--- config.mk ---
export PLATFORM = sky130hd
export DESIGN_NAME = apb3_master_arbiter_flat
export DESIGN_NICKNAME = d
export VERILOG_FILES = /design/src/rtl/apb3_master_arbiter_if.sv /design/src/rtl/apb3_master_arbiter.sv /design/src/flat_wrapper.sv
export SDC_FILE = /design/constraint.sdc
export NUM_CORES = 1
export LEC_CHECK = 0
export CAP_MARGIN = 20
export CORE_MARGIN = 5
export CORE_UTILIZATION = 40
export DETAILED_ROUTE_END_ITERATION = 16
export MAX_ROUTING_LAYER = met4
export PLACE_DENSITY = 0.86
export SLEW_MARGIN = 20
export SYNTH_ARGS = -nofsm -noshare
export SYNTH_HDL_FRONTEND = slang
export SYNTH_SLANG_ARGS = --single-unit
--- constraint.sdc ---
create_clock -name i_pclk -period 3.26 [get_ports i_pclk]
set_input_delay 0.815 -clock i_pclk [delete_from_list [all_inputs] [get_ports i_pclk]]
set_output_delay 0.815 -clock i_pclk [all_outputs]
set_load 0.05 [all_outputs]
--- src/rtl/apb3_master_arbiter_if.sv ---
// Signal bundle between apb3_master_arbiter, its requesters and the APB3
// slave-side decoder/mux.
//   master : the arbiter's view (drives the APB3 master signals and responses)
//   slave  : the environment's view (requesters plus slave-side mux)
interface apb3_master_arbiter_if #(
  parameter int NUM_REQ    = 2,
  parameter int ADDR_WIDTH = 32
);
  // requester side
  logic [NUM_REQ-1:0]            req;
  logic [NUM_REQ-1:0]            req_write;
  logic [NUM_REQ*ADDR_WIDTH-1:0] req_addr;
  logic [NUM_REQ*32-1:0]         req_wdata;
  logic [NUM_REQ-1:0]            done;
  logic [31:0]                   rsp_rdata;
  logic                          rsp_err;
  logic                          busy;
  // APB3 side
  logic [ADDR_WIDTH-1:0]         paddr;
  logic                          psel;
  logic                          penable;
  logic                          pwrite;
  logic [31:0]                   pwdata;
  logic [31:0]                   prdata;
  logic                          pready;
  logic                          pslverr;

  modport master (
    input  req, req_write, req_addr, req_wdata, prdata, pready, pslverr,
    output done, rsp_rdata, rsp_err, busy, paddr, psel, penable, pwrite, pwdata
  );

  modport slave (
    output req, req_write, req_addr, req_wdata, prdata, pready, pslverr,
    input  done, rsp_rdata, rsp_err, busy, paddr, psel, penable, pwrite, pwdata
  );
endinterface

--- src/rtl/apb3_master_arbiter.sv ---
// apb3_master_arbiter: shares one APB3 master port between NUM_REQ requesters
// with round-robin arbitration and a single transfer in flight.
// Optional feature macro: APB_TIMEOUT_EN (ACCESS wait-state limit of
// TIMEOUT_CYCLES, aborting with RSP_ERR=1 and RSP_RDATA=0).
//
//  state    | meaning
//  ---------+-----------------------------------------------------------
//  S_IDLE   | no transfer; arbitrate among REQ and latch the winner
//  S_SETUP  | APB3 setup phase (PSEL=1, PENABLE=0), always one cycle
//  S_ACCESS | APB3 access phase (PSEL=PENABLE=1), waits for PREADY
//  S_DONE   | DONE pulse to the granted requester, no arbitration
module apb3_master_arbiter #(
  parameter int NUM_REQ        = 2,
  parameter int ADDR_WIDTH     = 32,
  parameter int TIMEOUT_CYCLES = 256
) (
  input logic                   i_pclk,
  input logic                   i_presetn,
  apb3_master_arbiter_if.master io_bus
);

  localparam int PW = (NUM_REQ > 1) ? $clog2(NUM_REQ) : 1;

  typedef enum logic [1:0] {
    S_IDLE   = 2'd0,
    S_SETUP  = 2'd1,
    S_ACCESS = 2'd2,
    S_DONE   = 2'd3
  } state_t;

  state_t                r_state,   w_state_nxt;
  logic [PW-1:0]         r_ptr,     w_ptr_nxt;
  logic [PW-1:0]         r_gnt,     w_gnt_nxt;
  logic [ADDR_WIDTH-1:0] r_paddr,   w_paddr_nxt;
  logic                  r_psel,    w_psel_nxt;
  logic                  r_penable, w_penable_nxt;
  logic                  r_pwrite,  w_pwrite_nxt;
  logic [31:0]           r_pwdata,  w_pwdata_nxt;
  logic [31:0]           r_rdata,   w_rdata_nxt;
  logic                  r_err,     w_err_nxt;
  logic [NUM_REQ-1:0]    r_done,    w_done_nxt;
  logic                  r_busy,    w_busy_nxt;

  logic [PW-1:0]         w_pick;
  logic [NUM_REQ-1:0]    w_wr_sh;
  logic [ADDR_WIDTH-1:0] w_sel_addr;
  logic [31:0]           w_sel_wdata;
  logic                  w_sel_write;

`ifdef APB_TIMEOUT_EN
  logic [15:0]           r_wait_cnt, w_wait_cnt_nxt;
`else
  logic                  w_unused_timeout_cfg;
  // The wait limit has no meaning without the timeout counter.
  assign w_unused_timeout_cfg = (TIMEOUT_CYCLES != 0);
`endif

  // First set request found searching upward (wrapping) from ptr+1.
  function automatic logic [PW-1:0] f_rr_pick(input logic [NUM_REQ-1:0] req,
                                              input logic [PW-1:0]      ptr);
    logic [PW-1:0]      pick;
    logic               found;
    logic [NUM_REQ-1:0] sh;
    int                 idx;
    pick  = '0;
    found = 1'b0;
    for (int i = 1; i <= NUM_REQ; i++) begin
      idx = (int'(ptr) + i) % NUM_REQ;
      sh  = req >> idx;
      if (!found && sh[0]) begin
        found = 1'b1;
        pick  = PW'(idx);
      end
    end
    return pick;
  endfunction

  // Winner of the current request vector and its transfer attributes.
  always_comb begin
    w_pick      = f_rr_pick(io_bus.req, r_ptr);
    w_wr_sh     = io_bus.req_write >> w_pick;
    w_sel_write = w_wr_sh[0];
    w_sel_addr  = ADDR_WIDTH'(io_bus.req_addr >> (int'(w_pick) * ADDR_WIDTH));
    w_sel_wdata = 32'(io_bus.req_wdata >> (int'(w_pick) * 32));
  end

  // Next-state and next-output decode; every output is a register.
  always_comb begin
    w_state_nxt   = r_state;
    w_ptr_nxt     = r_ptr;
    w_gnt_nxt     = r_gnt;
    w_paddr_nxt   = r_paddr;
    w_psel_nxt    = r_psel;
    w_penable_nxt = r_penable;
    w_pwrite_nxt  = r_pwrite;
    w_pwdata_nxt  = r_pwdata;
    w_rdata_nxt   = r_rdata;
    w_err_nxt     = r_err;
    w_done_nxt    = '0;
    w_busy_nxt    = r_busy;
`ifdef APB_TIMEOUT_EN
    w_wait_cnt_nxt = r_wait_cnt;
`endif
    case (r_state)
      S_IDLE: begin
        if (|io_bus.req) begin
          w_gnt_nxt    = w_pick;
          w_paddr_nxt  = w_sel_addr;
          w_pwrite_nxt = w_sel_write;
          w_pwdata_nxt = w_sel_wdata;
          w_psel_nxt   = 1'b1;
          w_busy_nxt   = 1'b1;
          w_state_nxt  = S_SETUP;
`ifdef APB_TIMEOUT_EN
          w_wait_cnt_nxt = '0;
`endif
        end
      end
      S_SETUP: begin
        w_penable_nxt = 1'b1;
        w_state_nxt   = S_ACCESS;
      end
      S_ACCESS: begin
        if (io_bus.pready) begin
          if (!r_pwrite) begin
            w_rdata_nxt = io_bus.prdata;
          end
          w_err_nxt     = io_bus.pslverr;
          w_done_nxt    = NUM_REQ'(1) << r_gnt;
          w_psel_nxt    = 1'b0;
          w_penable_nxt = 1'b0;
          w_ptr_nxt     = r_gnt;
          w_state_nxt   = S_DONE;
        end
`ifdef APB_TIMEOUT_EN
        // This is the TIMEOUT_CYCLES-th stalled ACCESS cycle: give up.
        else if (r_wait_cnt == 16'(TIMEOUT_CYCLES - 1)) begin
          w_rdata_nxt   = 32'h0;
          w_err_nxt     = 1'b1;
          w_done_nxt    = NUM_REQ'(1) << r_gnt;
          w_psel_nxt    = 1'b0;
          w_penable_nxt = 1'b0;
          w_ptr_nxt     = r_gnt;
          w_state_nxt   = S_DONE;
        end else begin
          w_wait_cnt_nxt = r_wait_cnt + 16'd1;
        end
`endif
      end
      S_DONE: begin
        w_busy_nxt  = 1'b0;
        w_state_nxt = S_IDLE;
      end
      default: begin
        w_state_nxt = S_IDLE;
      end
    endcase
  end

  // State and output registers with synchronous active-low reset.
  always_ff @(posedge i_pclk) begin
    if (!i_presetn) begin
      r_state   <= S_IDLE;
      r_ptr     <= PW'(NUM_REQ - 1);
      r_gnt     <= '0;
      r_paddr   <= '0;
      r_psel    <= 1'b0;
      r_penable <= 1'b0;
      r_pwrite  <= 1'b0;
      r_pwdata  <= '0;
      r_rdata   <= '0;
      r_err     <= 1'b0;
      r_done    <= '0;
      r_busy    <= 1'b0;
`ifdef APB_TIMEOUT_EN
      r_wait_cnt <= '0;
`endif
    end else begin
      r_state   <= w_state_nxt;
      r_ptr     <= w_ptr_nxt;
      r_gnt     <= w_gnt_nxt;
      r_paddr   <= w_paddr_nxt;
      r_psel    <= w_psel_nxt;
      r_penable <= w_penable_nxt;
      r_pwrite  <= w_pwrite_nxt;
      r_pwdata  <= w_pwdata_nxt;
      r_rdata   <= w_rdata_nxt;
      r_err     <= w_err_nxt;
      r_done    <= w_done_nxt;
      r_busy    <= w_busy_nxt;
`ifdef APB_TIMEOUT_EN
      r_wait_cnt <= w_wait_cnt_nxt;
`endif
    end
  end

  assign io_bus.paddr     = r_paddr;
  assign io_bus.psel      = r_psel;
  assign io_bus.penable   = r_penable;
  assign io_bus.pwrite    = r_pwrite;
  assign io_bus.pwdata    = r_pwdata;
  assign io_bus.rsp_rdata = r_rdata;
  assign io_bus.rsp_err   = r_err;
  assign io_bus.done      = r_done;
  assign io_bus.busy      = r_busy;

endmodule

--- src/flat_wrapper.sv ---
// flat-port wrapper written by rule: the top's interface ports become plain ports
module apb3_master_arbiter_flat 
#(
  parameter int NUM_REQ        = 2,
  parameter int ADDR_WIDTH     = 32,
  parameter int TIMEOUT_CYCLES = 256
)
  (i_pclk, i_presetn, io_bus_req, io_bus_req_write, io_bus_req_addr, io_bus_req_wdata, io_bus_prdata, io_bus_pready, io_bus_pslverr, io_bus_done, io_bus_rsp_rdata, io_bus_rsp_err, io_bus_busy, io_bus_paddr, io_bus_psel, io_bus_penable, io_bus_pwrite, io_bus_pwdata);
  apb3_master_arbiter_if #(.NUM_REQ(NUM_REQ), .ADDR_WIDTH(ADDR_WIDTH)) io_bus_i ();
  input logic i_pclk;
  input logic i_presetn;
  input wire logic [$bits(io_bus_i.req)-1:0] io_bus_req;
  input wire logic [$bits(io_bus_i.req_write)-1:0] io_bus_req_write;
  input wire logic [$bits(io_bus_i.req_addr)-1:0] io_bus_req_addr;
  input wire logic [$bits(io_bus_i.req_wdata)-1:0] io_bus_req_wdata;
  input wire logic [$bits(io_bus_i.prdata)-1:0] io_bus_prdata;
  input wire logic [$bits(io_bus_i.pready)-1:0] io_bus_pready;
  input wire logic [$bits(io_bus_i.pslverr)-1:0] io_bus_pslverr;
  output wire logic [$bits(io_bus_i.done)-1:0] io_bus_done;
  output wire logic [$bits(io_bus_i.rsp_rdata)-1:0] io_bus_rsp_rdata;
  output wire logic [$bits(io_bus_i.rsp_err)-1:0] io_bus_rsp_err;
  output wire logic [$bits(io_bus_i.busy)-1:0] io_bus_busy;
  output wire logic [$bits(io_bus_i.paddr)-1:0] io_bus_paddr;
  output wire logic [$bits(io_bus_i.psel)-1:0] io_bus_psel;
  output wire logic [$bits(io_bus_i.penable)-1:0] io_bus_penable;
  output wire logic [$bits(io_bus_i.pwrite)-1:0] io_bus_pwrite;
  output wire logic [$bits(io_bus_i.pwdata)-1:0] io_bus_pwdata;
  assign io_bus_i.req = io_bus_req;
  assign io_bus_i.req_write = io_bus_req_write;
  assign io_bus_i.req_addr = io_bus_req_addr;
  assign io_bus_i.req_wdata = io_bus_req_wdata;
  assign io_bus_i.prdata = io_bus_prdata;
  assign io_bus_i.pready = io_bus_pready;
  assign io_bus_i.pslverr = io_bus_pslverr;
  assign io_bus_done = io_bus_i.done;
  assign io_bus_rsp_rdata = io_bus_i.rsp_rdata;
  assign io_bus_rsp_err = io_bus_i.rsp_err;
  assign io_bus_busy = io_bus_i.busy;
  assign io_bus_paddr = io_bus_i.paddr;
  assign io_bus_psel = io_bus_i.psel;
  assign io_bus_penable = io_bus_i.penable;
  assign io_bus_pwrite = io_bus_i.pwrite;
  assign io_bus_pwdata = io_bus_i.pwdata;
  apb3_master_arbiter #(.NUM_REQ(NUM_REQ), .ADDR_WIDTH(ADDR_WIDTH), .TIMEOUT_CYCLES(TIMEOUT_CYCLES)) u_core (.i_pclk(i_pclk), .i_presetn(i_presetn), .io_bus(io_bus_i));
endmodule
==> out/results.ini <==
[yosys]
ys_seq_area_share_pct = 48.7
synth-seq-cells = 107
synth-async-reset-ratio_pct = 0
syn_avg_cell_area_um2 = 7.91
synth_compound_gate_area_share_pct = 29.9
synth_commonest_cells = nand2_1 (137), a21oi_1 (131), dfxtp_1 (107), o21ai_0 (61), a21boi_0 (30)
syn_area_um2 = 4400
synth-xor-area-share_pct = 0
synthSimpleGateAreaFrac_pct = 12.9
netlist.area_leader.share_pct = 48.7
synthAdderAreaFrac_pct = 1.71
synthCells = 556
ys_warn_count = 0
synth_enable_flop_cells = 0
synth_most_common_cell = nand2_1
synth_cell_types = 29
synth_top_family_by_area = compound AO/OA/AOI/OAI gates
synthFlopType = dfxtp_1
syn-num-nets = 730
synth_area_leader_cell = dfxtp_1
muxShareOfSynthArea_pct = 0.939
synthTopCellsByArea = dfxtp_1 (49%), a21oi_1 (15%), nand2_1 (12%)

[clock_network]
clock_latency_ps = 370
clockBufferDepth = 2
hold_buffers = 0
cts-root-buf = clkbuf_8
numCtsBuffers = 9
cts_setup_buffers = 0
cts.clk_slew.worst_paths_ps = 100
clkSinkCount = 107
cts_tree = yes
cts-resized-gates = 0
h-tree-depth = 3

[floorplan]
design.core.area_um2 = 10800
fp.dieW_um = 115
ios = 271
row_count = 38
start_util_pct = 40.8
die_y_um = 115
die_area_um2 = 13200

[timing]
setup_ws_ps = 858
min_period_over_period_pct = 73.7
finalSetupTns_ps = 0
period_minus_slack_ps = 2400
worst_pin_slew_ps = 696
finClkSkew_ps = 11.3
report.final.hold_viol_count = 0
slew_headroom_pct = 53.6
slew_viol_final = 0
grt_setup_unrepaired = false
fmax_mhz = 416
setup_viol = 0

[critical_path]
startpoint_type = register
cp_cell_sequence = clkdlybuf4s50_1
critPathCaptureType = output pin
worstPathArrival_ps = 1590
worstPathRequired_ps = 2440
cpPeakStageDelay_ps = 850
slowest_stage = clkdlybuf4s50_1
criticalPathCategory = register to output pin
cp_top_family = buffers and inverters
critPathBufInv = 1
cp_max_fo = 4

[pwr]
power_density_nw_per_um2 = 787
p_leak_nw = 2.83
peakVddDrop_v = 0.000441

[drt]
drt-total-wl_um = 16100
first_pass_iters = 5
num_vias = 4980
drc = 0
drtAntennaViolNets = 0
via_per_inst = 5.28
drt-initial-drc-count = 324
wl_per_cell_um = 17.1

[job]
maxCapViolations = 0

[grt]
antenna_found_initial = 0
grt_max_degree = 67
grtUsageMet3_pct = 6.53
grt_pass1_wl_um = 24800
grt_use_met1_pct = 27.1
grt_pass1_vias = 5031
grt-busiest-layer = met2
grt_use_total_pct = 24.1
met2_usage_pct = 41.4
grt.overflow.total = 0

[placed_design]
dp_hpwl_um = 12000
io_buffers = 270
dp_worst_setup_slack_ps = 637
gp_congestion = 0.871
placedCellCount = 928
place_area_um2 = 7170

[finish]
antenna_cells = 0
fin_cells = 944
syn_to_final_growth_pct = 68.7
drive_above_1_share_pct = 3.86
post-route-cell-area_um2 = 7420
layout.nets = 973

[min_path]
hold_path.class = register to register

[outcome]
outcome = complete, no violations

-- layout by cell type, fill, tap and decap left out, types with 6 or more instances in the layout --
master	instances
clkdlybuf4s50_1	269
dfxtp_1	107
ha_1	6
o21ai_0	61
nand2_1	137
a21oi_1	131
clkbuf_8	9
a21boi_0	30
o21ai_1	7
-- metrics by stage --
stage | hold WS, ps | power [mW] | util [%]
6_report | 448 | 5.84 | 68.7
2_1_floorplan | 414 | 3.75 | -
3_3_place_gp | 435 | 4.80 | 66.5
5_1_grt | 480 | 6.13 | 68.7
4_1_cts | 449 | 5.86 | 68.7
3_5_place_dp | 433 | 4.87 | 66.5
-- power by group --
group	internal [mW]	total (mW)	switching, mW
combinational	1.06	3.03	1.97
sequential	1.64	1.82	0.185
clock	0.516	0.984	0.468
total	3.21	5.84	2.63
-- cell families after synthesis --
logic type               Yosys count
adder cells (fa/ha/maj)            6
AND/OR/NAND/NOR                  146
flip-flops                       107
AO/OA/AOI/OAI                    241
buffers and inverters             52
multiplexers                       4
-- worst paths after layout --
path / startpoint / to / slack, ps / cells past startpoint
worst max-delay path: u_core.io_bus.pwrite$_SDFFE_PN0P_ / io_bus_pwrite / 860 / 1
worst min-delay path: u_core.r_gnt$_SDFFE_PN0P_ / u_core.io_bus.done[0]$_SDFF_PN0_ / 450 / 1
worst max register to register: u_core.r_state[0]$_SDFFE_PN0P_ / u_core.io_bus.paddr[23]$_SDFFE_PN0P_ / 1340 / 6
worst min register to register: u_core.r_gnt$_SDFFE_PN0P_ / u_core.io_bus.done[0]$_SDFF_PN0_ / 450 / 1
-- metal layers --
layer / routed length [um] / vias to the layer above
met1: 6280 / 2322
met2: 8020 / 249
li1: - / 2377
met5: 0 / -
met4: 437 / 0
met3: 1400 / 32
-- area by class of cell --
type                            count  area (um2)
Multi-Input combinational cell    397        2020
Clock buffer                        9         124
Fill cell                         840        3370
Inverter                            5        18.8
Sequential cell                   107        2140
Timing Repair Buffer              279        2820
Clock inverter                      7         123
Tap cell                          140         175
-- flip-flops by register name (all words and copies together) (netlist names) --
register,flops
u_core.io_bus.pwdata,32
u_core.io_bus.busy,1
u_core.io_bus.psel,1
u_core.io_bus.rsp_err,1
u_core.io_bus.penable,1
u_core.io_bus.rsp_rdata,32
u_core.io_bus.pwrite,1
u_core.io_bus.done,2
u_core.r_state,2
u_core.r_gnt,1
u_core.r_ptr,1
u_core.io_bus.paddr,32
Note: power is estimated with default switching activity, not from simulation.
